`src/rtl/matrix_stream_loader.sv`:
```
// matrix_stream_loader: collects 8-bit matrix elements from a valid/ready byte
// stream and assembles them into the packed A/B operand buses of the matrix
// multiplier. Packing is row-major, with element (0,0) in the most significant byte.
// A complete operand pair is presented with a level-held mat_valid. mat_valid
// stays high until the consumer returns mat_ack.
//
// Ports:
//   clk        clock, all state changes on the rising edge
//   rst        synchronous active-low reset
//   s_valid    upstream byte valid
//   s_data     upstream element (signed 8-bit, stored verbatim)
//   s_ready    loader can accept a byte this cycle (combinational)
//   abort      synchronous flush of the current load
//   a_out      packed matrix A
//   b_out      packed matrix B
//   mat_valid  a_out/b_out hold a complete operand pair
//   mat_ack    consumer has taken the pair
//   busy       part of a pair accepted, pair not yet complete (combinational)
//   dim_err    A_COLS != B_ROWS (static)
//
// Optional build macro MATLOAD_TRANSPOSE_B_EN: B bytes arrive column-major
// and are scattered into the row-major b_out.
module matrix_stream_loader #(
    parameter int unsigned A_ROWS = 2,
    parameter int unsigned A_COLS = 2,
    parameter int unsigned B_ROWS = 2,
    parameter int unsigned B_COLS = 2
) (
    input  logic                         clk,
    input  logic                         rst,
    input  logic                         s_valid,
    input  logic [7:0]                   s_data,
    output logic                         s_ready,
    input  logic                         abort,
    output logic [A_ROWS*A_COLS*8-1:0]   a_out,
    output logic [B_ROWS*B_COLS*8-1:0]   b_out,
    output logic                         mat_valid,
    input  logic                         mat_ack,
    output logic                         busy,
    output logic                         dim_err
);

    localparam int unsigned NA    = A_ROWS * A_COLS;
    localparam int unsigned NB    = B_ROWS * B_COLS;
    localparam int unsigned A_LEN = NA * 8;
    localparam int unsigned B_LEN = NB * 8;
    localparam int unsigned MAXN  = (NA > NB) ? NA : NB;
    localparam int unsigned CNT_W = (MAXN > 1) ? $clog2(MAXN) : 1;
    localparam logic        DIM_ERR = (A_COLS != B_ROWS);

    typedef enum logic [1:0] {LOAD_A, LOAD_B, HOLD} state_t;

    state_t             state, state_nxt;
    logic [CNT_W-1:0]   cnt, cnt_nxt;
    logic               mat_valid_nxt;
    logic [A_LEN-1:0]   a_nxt;
    logic [B_LEN-1:0]   b_nxt;
    logic               xfer;

`ifdef MATLOAD_TRANSPOSE_B_EN
    localparam int unsigned R_W = (B_ROWS > 1) ? $clog2(B_ROWS) : 1;
    localparam int unsigned C_W = (B_COLS > 1) ? $clog2(B_COLS) : 1;
    logic [R_W-1:0] r, r_nxt;
    logic [C_W-1:0] c, c_nxt;
`endif

    assign dim_err = DIM_ERR;
    assign s_ready = rst && !DIM_ERR && (state == LOAD_A || state == LOAD_B);
    assign xfer    = s_valid && s_ready;
    assign busy    = (state == LOAD_A && cnt != '0) || (state == LOAD_B);

    // State and datapath registers
    always_ff @(posedge clk) begin
        if (!rst) begin
            state     <= LOAD_A;
            cnt       <= '0;
            mat_valid <= 1'b0;
            a_out     <= '0;
            b_out     <= '0;
`ifdef MATLOAD_TRANSPOSE_B_EN
            r         <= '0;
            c         <= '0;
`endif
        end else begin
            state     <= state_nxt;
            cnt       <= cnt_nxt;
            mat_valid <= mat_valid_nxt;
            a_out     <= a_nxt;
            b_out     <= b_nxt;
`ifdef MATLOAD_TRANSPOSE_B_EN
            r         <= r_nxt;
            c         <= c_nxt;
`endif
        end
    end

    // Next-state, element placement and pair-valid logic
    always_comb begin
        state_nxt     = state;
        cnt_nxt       = cnt;
        mat_valid_nxt = mat_valid;
        a_nxt         = a_out;
        b_nxt         = b_out;
`ifdef MATLOAD_TRANSPOSE_B_EN
        r_nxt         = r;
        c_nxt         = c;
`endif
        if (abort) begin
            // Flush wins over any coincident transfer or ack; buses keep their bytes
            state_nxt     = LOAD_A;
            cnt_nxt       = '0;
            mat_valid_nxt = 1'b0;
`ifdef MATLOAD_TRANSPOSE_B_EN
            r_nxt         = '0;
            c_nxt         = '0;
`endif
        end else begin
            case (state)
                LOAD_A: begin
                    if (xfer) begin
                        for (int unsigned i = 0; i < NA; i++) begin
                            if (cnt == CNT_W'(i)) a_nxt[8*(NA-1-i) +: 8] = s_data;
                        end
                        if (cnt == CNT_W'(NA-1)) begin
                            state_nxt = LOAD_B;
                            cnt_nxt   = '0;
                        end else begin
                            cnt_nxt = cnt + CNT_W'(1);
                        end
                    end
                end
                LOAD_B: begin
                    if (xfer) begin
`ifdef MATLOAD_TRANSPOSE_B_EN
                        // Column-major arrival: row index runs fastest
                        for (int unsigned ri = 0; ri < B_ROWS; ri++) begin
                            for (int unsigned ci = 0; ci < B_COLS; ci++) begin
                                if (r == R_W'(ri) && c == C_W'(ci))
                                    b_nxt[8*(NB-1-(ri*B_COLS+ci)) +: 8] = s_data;
                            end
                        end
                        if (r == R_W'(B_ROWS-1)) begin
                            r_nxt = '0;
                            if (c == C_W'(B_COLS-1)) begin
                                c_nxt         = '0;
                                state_nxt     = HOLD;
                                mat_valid_nxt = 1'b1;
                            end else begin
                                c_nxt = c + C_W'(1);
                            end
                        end else begin
                            r_nxt = r + R_W'(1);
                        end
`else
                        for (int unsigned i = 0; i < NB; i++) begin
                            if (cnt == CNT_W'(i)) b_nxt[8*(NB-1-i) +: 8] = s_data;
                        end
                        if (cnt == CNT_W'(NB-1)) begin
                            state_nxt     = HOLD;
                            cnt_nxt       = '0;
                            mat_valid_nxt = 1'b1;
                        end else begin
                            cnt_nxt = cnt + CNT_W'(1);
                        end
`endif
                    end
                end
                HOLD: begin
                    if (mat_ack) begin
                        state_nxt     = LOAD_A;
                        mat_valid_nxt = 1'b0;
                    end
                end
                default: begin
                    state_nxt = LOAD_A;
                end
            endcase
        end
    end

endmodule
```
`config.mk`:
```
export PLATFORM = sky130hd
export DESIGN_NAME = matrix_stream_loader
export DESIGN_NICKNAME = d
export VERILOG_FILES = /design/src/rtl/matrix_stream_loader.sv
export SDC_FILE = /design/constraint.sdc
export NUM_CORES = 1
export LEC_CHECK = 0
export BUFFER_PORTS_ARGS = -buffer_cell sky130_fd_sc_hd__buf_2
export CAP_MARGIN = 30
export CORE_ASPECT_RATIO = 0.7
export CORE_MARGIN = 2
export CORE_UTILIZATION = 50
export DETAILED_ROUTE_END_ITERATION = 16
export GPL_ROUTABILITY_DRIVEN = 0
export HOLD_SLACK_MARGIN = 0.08
export MAX_ROUTING_LAYER = met4
export PLACE_DENSITY = 0.79
export SYNTH_ARGS = -nofsm -noshare
export SYNTH_HDL_FRONTEND = slang
export SYNTH_SLANG_ARGS = --single-unit
```
`constraint.sdc`:
```
create_clock -name clk -period 2.1 [get_ports clk]
set_input_delay 0.21 -clock clk [delete_from_list [all_inputs] [get_ports clk]]
set_output_delay 0.21 -clock clk [all_outputs]
set_load 0.02 [all_outputs]
```
==> reports/results.tsv, run 1 <==
metric	value	unit
synth_commonest_cells	nand2_1, dfxtp_1, mux2i_1	
final.setup_skew	0.008610	ns
rsz0062_at_grt	no	
cp_data_arrival_time	2.09	ns
fp-row-count	22	
netlist_area	2756	um2
ys_seq_elements	69	
min_path_type	in -> reg	
die_h	66.12	um
design_area	3341	um2
clk_path_buf_depth	2	
grt_pass1_vias	2126	
setup_slack	0.2729	ns
ys_types	32	
diodes	0	
dp_slack	0.3112	ns
fmax	547.3	MHz
drt_iter0_drc	112	
portBuffers	79	
slew_headroom	0.4697	
areaGrowthSynthToFinish	21.20	%
start_util	0.5215	
maxCapViolations	0	
synth_top_area_share	0.5011	
drc_errors	0	
cts_sinks	69	
grt_first_pass_wirelength	10550	um
clk_pin_slew	0.07	ns
io_pins	81	
min_to	state[0]	
fp.coreArea	5285	um2
hpwl	4578	um
synthArstFlopShare	0	
vias	2344	
hp-start	abort	
vias_per_cell	5.279	
cp.required	2.36	ns
final.setup.tns	0	ns
numCtsBuffers	9	
first_pass_iters	5	
synth-edff-count	0	
grt_usage	0.2359	
final_cells	444	
crit_path_end_kind	flip-flop	
report.final.slew_viol_count	0	
syn_nets	308	
synth_top_area_cell	dfxtp_1	
reg2reg_depth	5	
setup_viol	0	
grt_overflow	0	
grt_max_degree	33	
synth_area_leaders	dfxtp_1, mux2i_1, nand2_1, nand3_1, o21ai_0	
htree_levels	3	
yosys_warnings	0	
yosysMostFrequentCell	nand2_1	
holdPathStages	2	
status	finished, final reports clean	
die_w	92.75	um
rr_endpoint	b_out[25]	
fin_nets	384	
power.density	728.9	nW/um2
vdd.ir_drop.worst	0.3640	mV
crit_path_max_fanout	8	
timing_worst_setup_path_type	reg -> reg	
fp.dieArea	6132	um2
drtAntennaViolNets	0	
drive_gt1_frac	0.2957	
synth_area_per_cell	9.472	um2
synthFlopType	dfxtp_1	
critPathLaunchType	flip-flop	
p_leak	1.479	nW
placed_area	3153	um2
wl_per_cell	15.15	um
cts_tree	built	
drt-total-wl	6727	um
dp.cells	427	
cts-root-buf	clkbuf_8	
timing.rr.start	cnt[0]	
ys_seq_area_frac	0.5011	
clk_latency	0.34	ns
tightest_slew	0.7919	ns
antenna_found_initial	0	
reg2reg_slack	0.27	ns
synthCells	291	
post-route-min-period	1.827	ns
p_total	2.435	mW
num-fill-cells	470	
fin_crit_sh	0.8700	
final-hold-violation-count	0	
==> cells by family (layout without fill, tap and decap cells) <==
family / after synthesis / in the layout / synth area share
and+or+nand+nor: 120 / 120 / 0.2079
DFF: 69 / 69 / 0.5011
buffers and inverters: 26 / 107 / 0.06037
other: 1 / 1 / 0.001360
adders and majority gates: 4 / 4 / 0.01816
muxes: 43 / 43 / 0.1561
xor gates and xnor gates: 1 / 1 / 0.003178
AOI/OAI and AO/OA: 27 / 27 / 0.05175
==> critical path, stage by stage (launching register included) <==
cell     delay [ns]
dfxtp_1        0.36
inv_1          0.11
ha_1           0.17
and4b_1        0.21
nor3b_2        0.65
mux2i_1        0.26
==> how the worst max path moves through the flow <==
stage,slack (ns),end,cells past startpoint,start
global route,0.19,b_out[6],4,cnt[0]
CTS,0.27,b_out[28],5,cnt[0]
global placement,0.37,b_out[2],5,rst
detailed placement,0.31,b_out[28],5,cnt[0]
floorplan,0.65,b_out[1],6,cnt[0]
finish,0.27,b_out[25],5,cnt[0]
==> power by group <==
group          leakage (nW)  switching, mW  total [mW]  internal (mW)
clock network        0.0921          0.487       0.974          0.487
logic                 0.830         0.0945       0.134         0.0395
registers             0.557        0.00741        1.33           1.32
total                  1.48          0.589        2.44           1.85
==> area by class of cell <==
class,count,area (um2),share of cell area
Inverter,3,11.26,0.003371
Sequential cell,69,1381,0.4135
Tap cell,72,90.09,0.02697
Clock inverter,4,22.52,0.006742
Clock buffer,12,155.1,0.04644
Timing Repair Buffer,88,465.4,0.1393
Multi-Input combinational cell,196,1215,0.3637
==> layout by cell type, fill, tap and decap left out, drive strengths merged, types with 2 or more instances in the layout <==
master,Yosys,routed
a21oi,2,2
and2,3,3
and4b,3,3
buf,16,87
clkbuf,7,12
clkinv,0,3
dfxtp,69,69
ha,4,4
inv,3,3
mux2i,43,43
nand2,75,75
nand3,23,23
nor2,5,5
nor2b,3,3
nor3b,4,4
o21ai,23,23
==> state kept, by name (all words and copies together), names as in the netlist <==
register and cells:
a_out 32, b_out 32, cnt 2, mat_valid 1, state 2
==> stage by stage <==
| stage | hold WS [ns] | util |
|---|---|---|
| floorplan | 0.2860 | - |
| global placement | 0.4405 | 0.5966 |
| detailed placement | 0.4401 | 0.5966 |
| CTS | 0.1017 | 0.6321 |
| global route | 0.1274 | 0.6321 |
| finish | 0.1083 | 0.6321 |
==> routing by layer <==
layer,up-vias,track usage,wire (um)
li1,1126,-,-
met5,-,-,0
met1,1103,0.3113,3230
met4,0,0.05882,22
met3,4,0.07982,550
met2,111,0.3522,2924
==> repair_timing <==
action,4_1_cts,5_1_grt
endpoints found under the hold margin,1,0
hold buffers,1,0
setup buffers,0,0
gates resized for setup,0,0
Power figures use the tool's default switching activity.
==> inputs of run 2 (changes only) <==
==> constraint.sdc (replaced) <==
create_clock -name clk -period 2.4 [get_ports clk]
set_input_delay 0.24 -clock clk [delete_from_list [all_inputs] [get_ports clk]]
set_output_delay 0.24 -clock clk [all_outputs]
set_load 0.02 [all_outputs]
==> run 2 against run 1 <==
Sequential cell count unchanged. Register-to-register slack improved by 0.18 ns. Largest power group unchanged. Critical path type unchanged. Via count decreased by 0.98%. Count of clock-buffer cells in the layout rose by 1. Core utilization is 0.83 points lower. Non-clock buffer count fell by 3. Maximum frequency decreased by 6.2%. Global-route usage about the same. Sequential power down 13%. Worst hold slack better by 0.018 ns. Combinational power fell by 16%. Clock skew is 0.0026 ns higher.
==> reports/results.tsv, run 2 (same netlist as run 1, synthesis figures left out) <==
metric	value	unit	change
status	finished, final reports clean		unchanged
met1_usage	0.2926		was 0.3113
drtAntennaViolNets	0		unchanged
grt_first_pass_wirelength	10700	um	was 10550 um
p_total	2.069	mW	was 2.435 mW
vias_per_cell	5.275		was 5.279
io_pins	81		unchanged
cts_tree	built		unchanged
cp_data_arrival_time	2.22	ns	was 2.09 ns
grt_overflow	0		unchanged
fp.dieArea	6132	um2	unchanged
grt_pass1_vias	2197		was 2126
slowest_delay	0.55	ns	was 0.65 ns
wl_per_cell	14.95	um	was 15.15 um
clk_latency	0.34	ns	about the same
post-route-min-period	1.948	ns	was 1.827 ns
vias	2321		was 2344
rsz0062_at_grt	no		unchanged
drc_errors	0		unchanged
final.setup_skew	0.01123	ns	was 0.008610 ns
cts_resized	0		unchanged
report.final.slew_viol_count	0		unchanged
drt-total-wl	6580	um	was 6727 um
cts_sinks	69		unchanged
antenna_found_initial	0		unchanged
path_buf_inv	0		was 1
tightest_slew	0.5355	ns	was 0.7919 ns
use_met3	0.06385		was 0.07982
portBuffers	79		unchanged
grt_use_met2	0.3750		was 0.3522
busiest_layer	met2		unchanged
fp.coreArea	5285	um2	unchanged
start_util	0.5215		unchanged
clk_path_buf_depth	2		unchanged
die_w	92.75	um	unchanged
slew_headroom	0.6426		was 0.4697
grt_usage	0.2356		was 0.2359
drt_iter0_drc	133		was 112
cts_hold_buffers	0		was 1
multi_input_area	1215	um2	unchanged
p_leak	1.456	nW	was 1.479 nW
diodes	0		unchanged
vdd.ir_drop.worst	0.2968	mV	was 0.3640 mV
setup_slack	0.4519	ns	was 0.2729 ns
reg_top3	a_out (32), b_out (32)		unchanged
cp_cell_sequence	ha_1 > and4b_1 > nor3b_4 > mux2i_1		was inv_1 > ha_1 > and4b_1 > nor3b_2 > mux2i_1
dp_slack	0.4756	ns	was 0.3112 ns
drive_gt1_frac	0.2853		was 0.2957
crit_path_end_kind	flip-flop		unchanged
fin_nets	381		was 384
final_util	0.6238		was 0.6321
crit_path_max_fanout	9		was 8
post_cts_buffers	0		unchanged
maxCapViolations	0		unchanged
fmax	513.3	MHz	was 547.3 MHz
final-hold-violation-count	0		unchanged
first_pass_iters	4		was 5
htree_levels	3		unchanged
layout_commonest_cell	buf_2		unchanged
fin_crit_sh	0.8117		was 0.8700
placed_area	3138	um2	was 3153 um2
regArea	1381	um2	unchanged
timing_worst_setup_path_type	reg -> reg		unchanged
slowest_stage	nor3b_4		was nor3b_2
critPathLaunchType	flip-flop		unchanged
fp-row-count	22		unchanged
hpwl	4623	um	was 4578 um
min_path_type	in -> reg		unchanged
power.density	627.6	nW/um2	was 728.9 nW/um2
numCtsBuffers	9		unchanged
clk_pin_slew	0.07	ns	about the same
cts-root-buf	clkbuf_8		unchanged
crit_family	simple AND/OR/NAND/NOR gates		unchanged
die_h	66.12	um	unchanged
num-fill-cells	466		was 470
grt_max_degree	54		was 33
design_area	3297	um2	was 3341 um2
most-common-layout-cells	buf_2, nand2_1, dfxtp_1		unchanged
areaGrowthSynthToFinish	19.61	%	was 21.20%
setup_viol	0		unchanged
cp.required	2.67	ns	was 2.36 ns
final.setup.tns	0	ns	unchanged
run 2: per-stage QoR:
step	hold WS [ns]	instances
floorplan	0.3160	291
detailed placement	0.4434	425
finish	0.1259	440
CTS	0.1137	440
global route	0.1197	440
global placement	0.4392	425
run 2: layout make-up:
cell class              count  share of cell area
flip-flops and latches     69              0.4190
multi-input cells         196              0.3685
repair buffers             85              0.1336
clock buffers              13             0.04516
well taps                  72             0.02732
inverters                   3            0.003416
clock inverters             2            0.003036
run 2: power by group:
| group | total (mW) | switching [mW] | internal (mW) |
|---|---|---|---|
| Combinational | 0.112 | 0.0807 | 0.0316 |
| Sequential | 1.16 | 0.00611 | 1.16 |
| Clock | 0.795 | 0.400 | 0.395 |
run 2: final timing paths:
check                              start   endpoint  slack [ns]  depth (start not counted)
worst max-delay path              cnt[0]   b_out[4]        0.45                          4
worst min-delay path             mat_ack  mat_valid        0.13                          2
worst max register to register    cnt[0]   b_out[4]        0.45                          4
worst min register to register  b_out[8]   b_out[8]        0.46                          2
run 2: per-layer routing:
| layer | share of wire | up-vias |
|---|---|---|
| met5 | 0 | - |
| li1 | - | 1116 |
| met1 | 0.45 | 1097 |
| met2 | 0.45 | 93 |
| met4 | 0.016 | 0 |
| met3 | 0.083 | 15 |
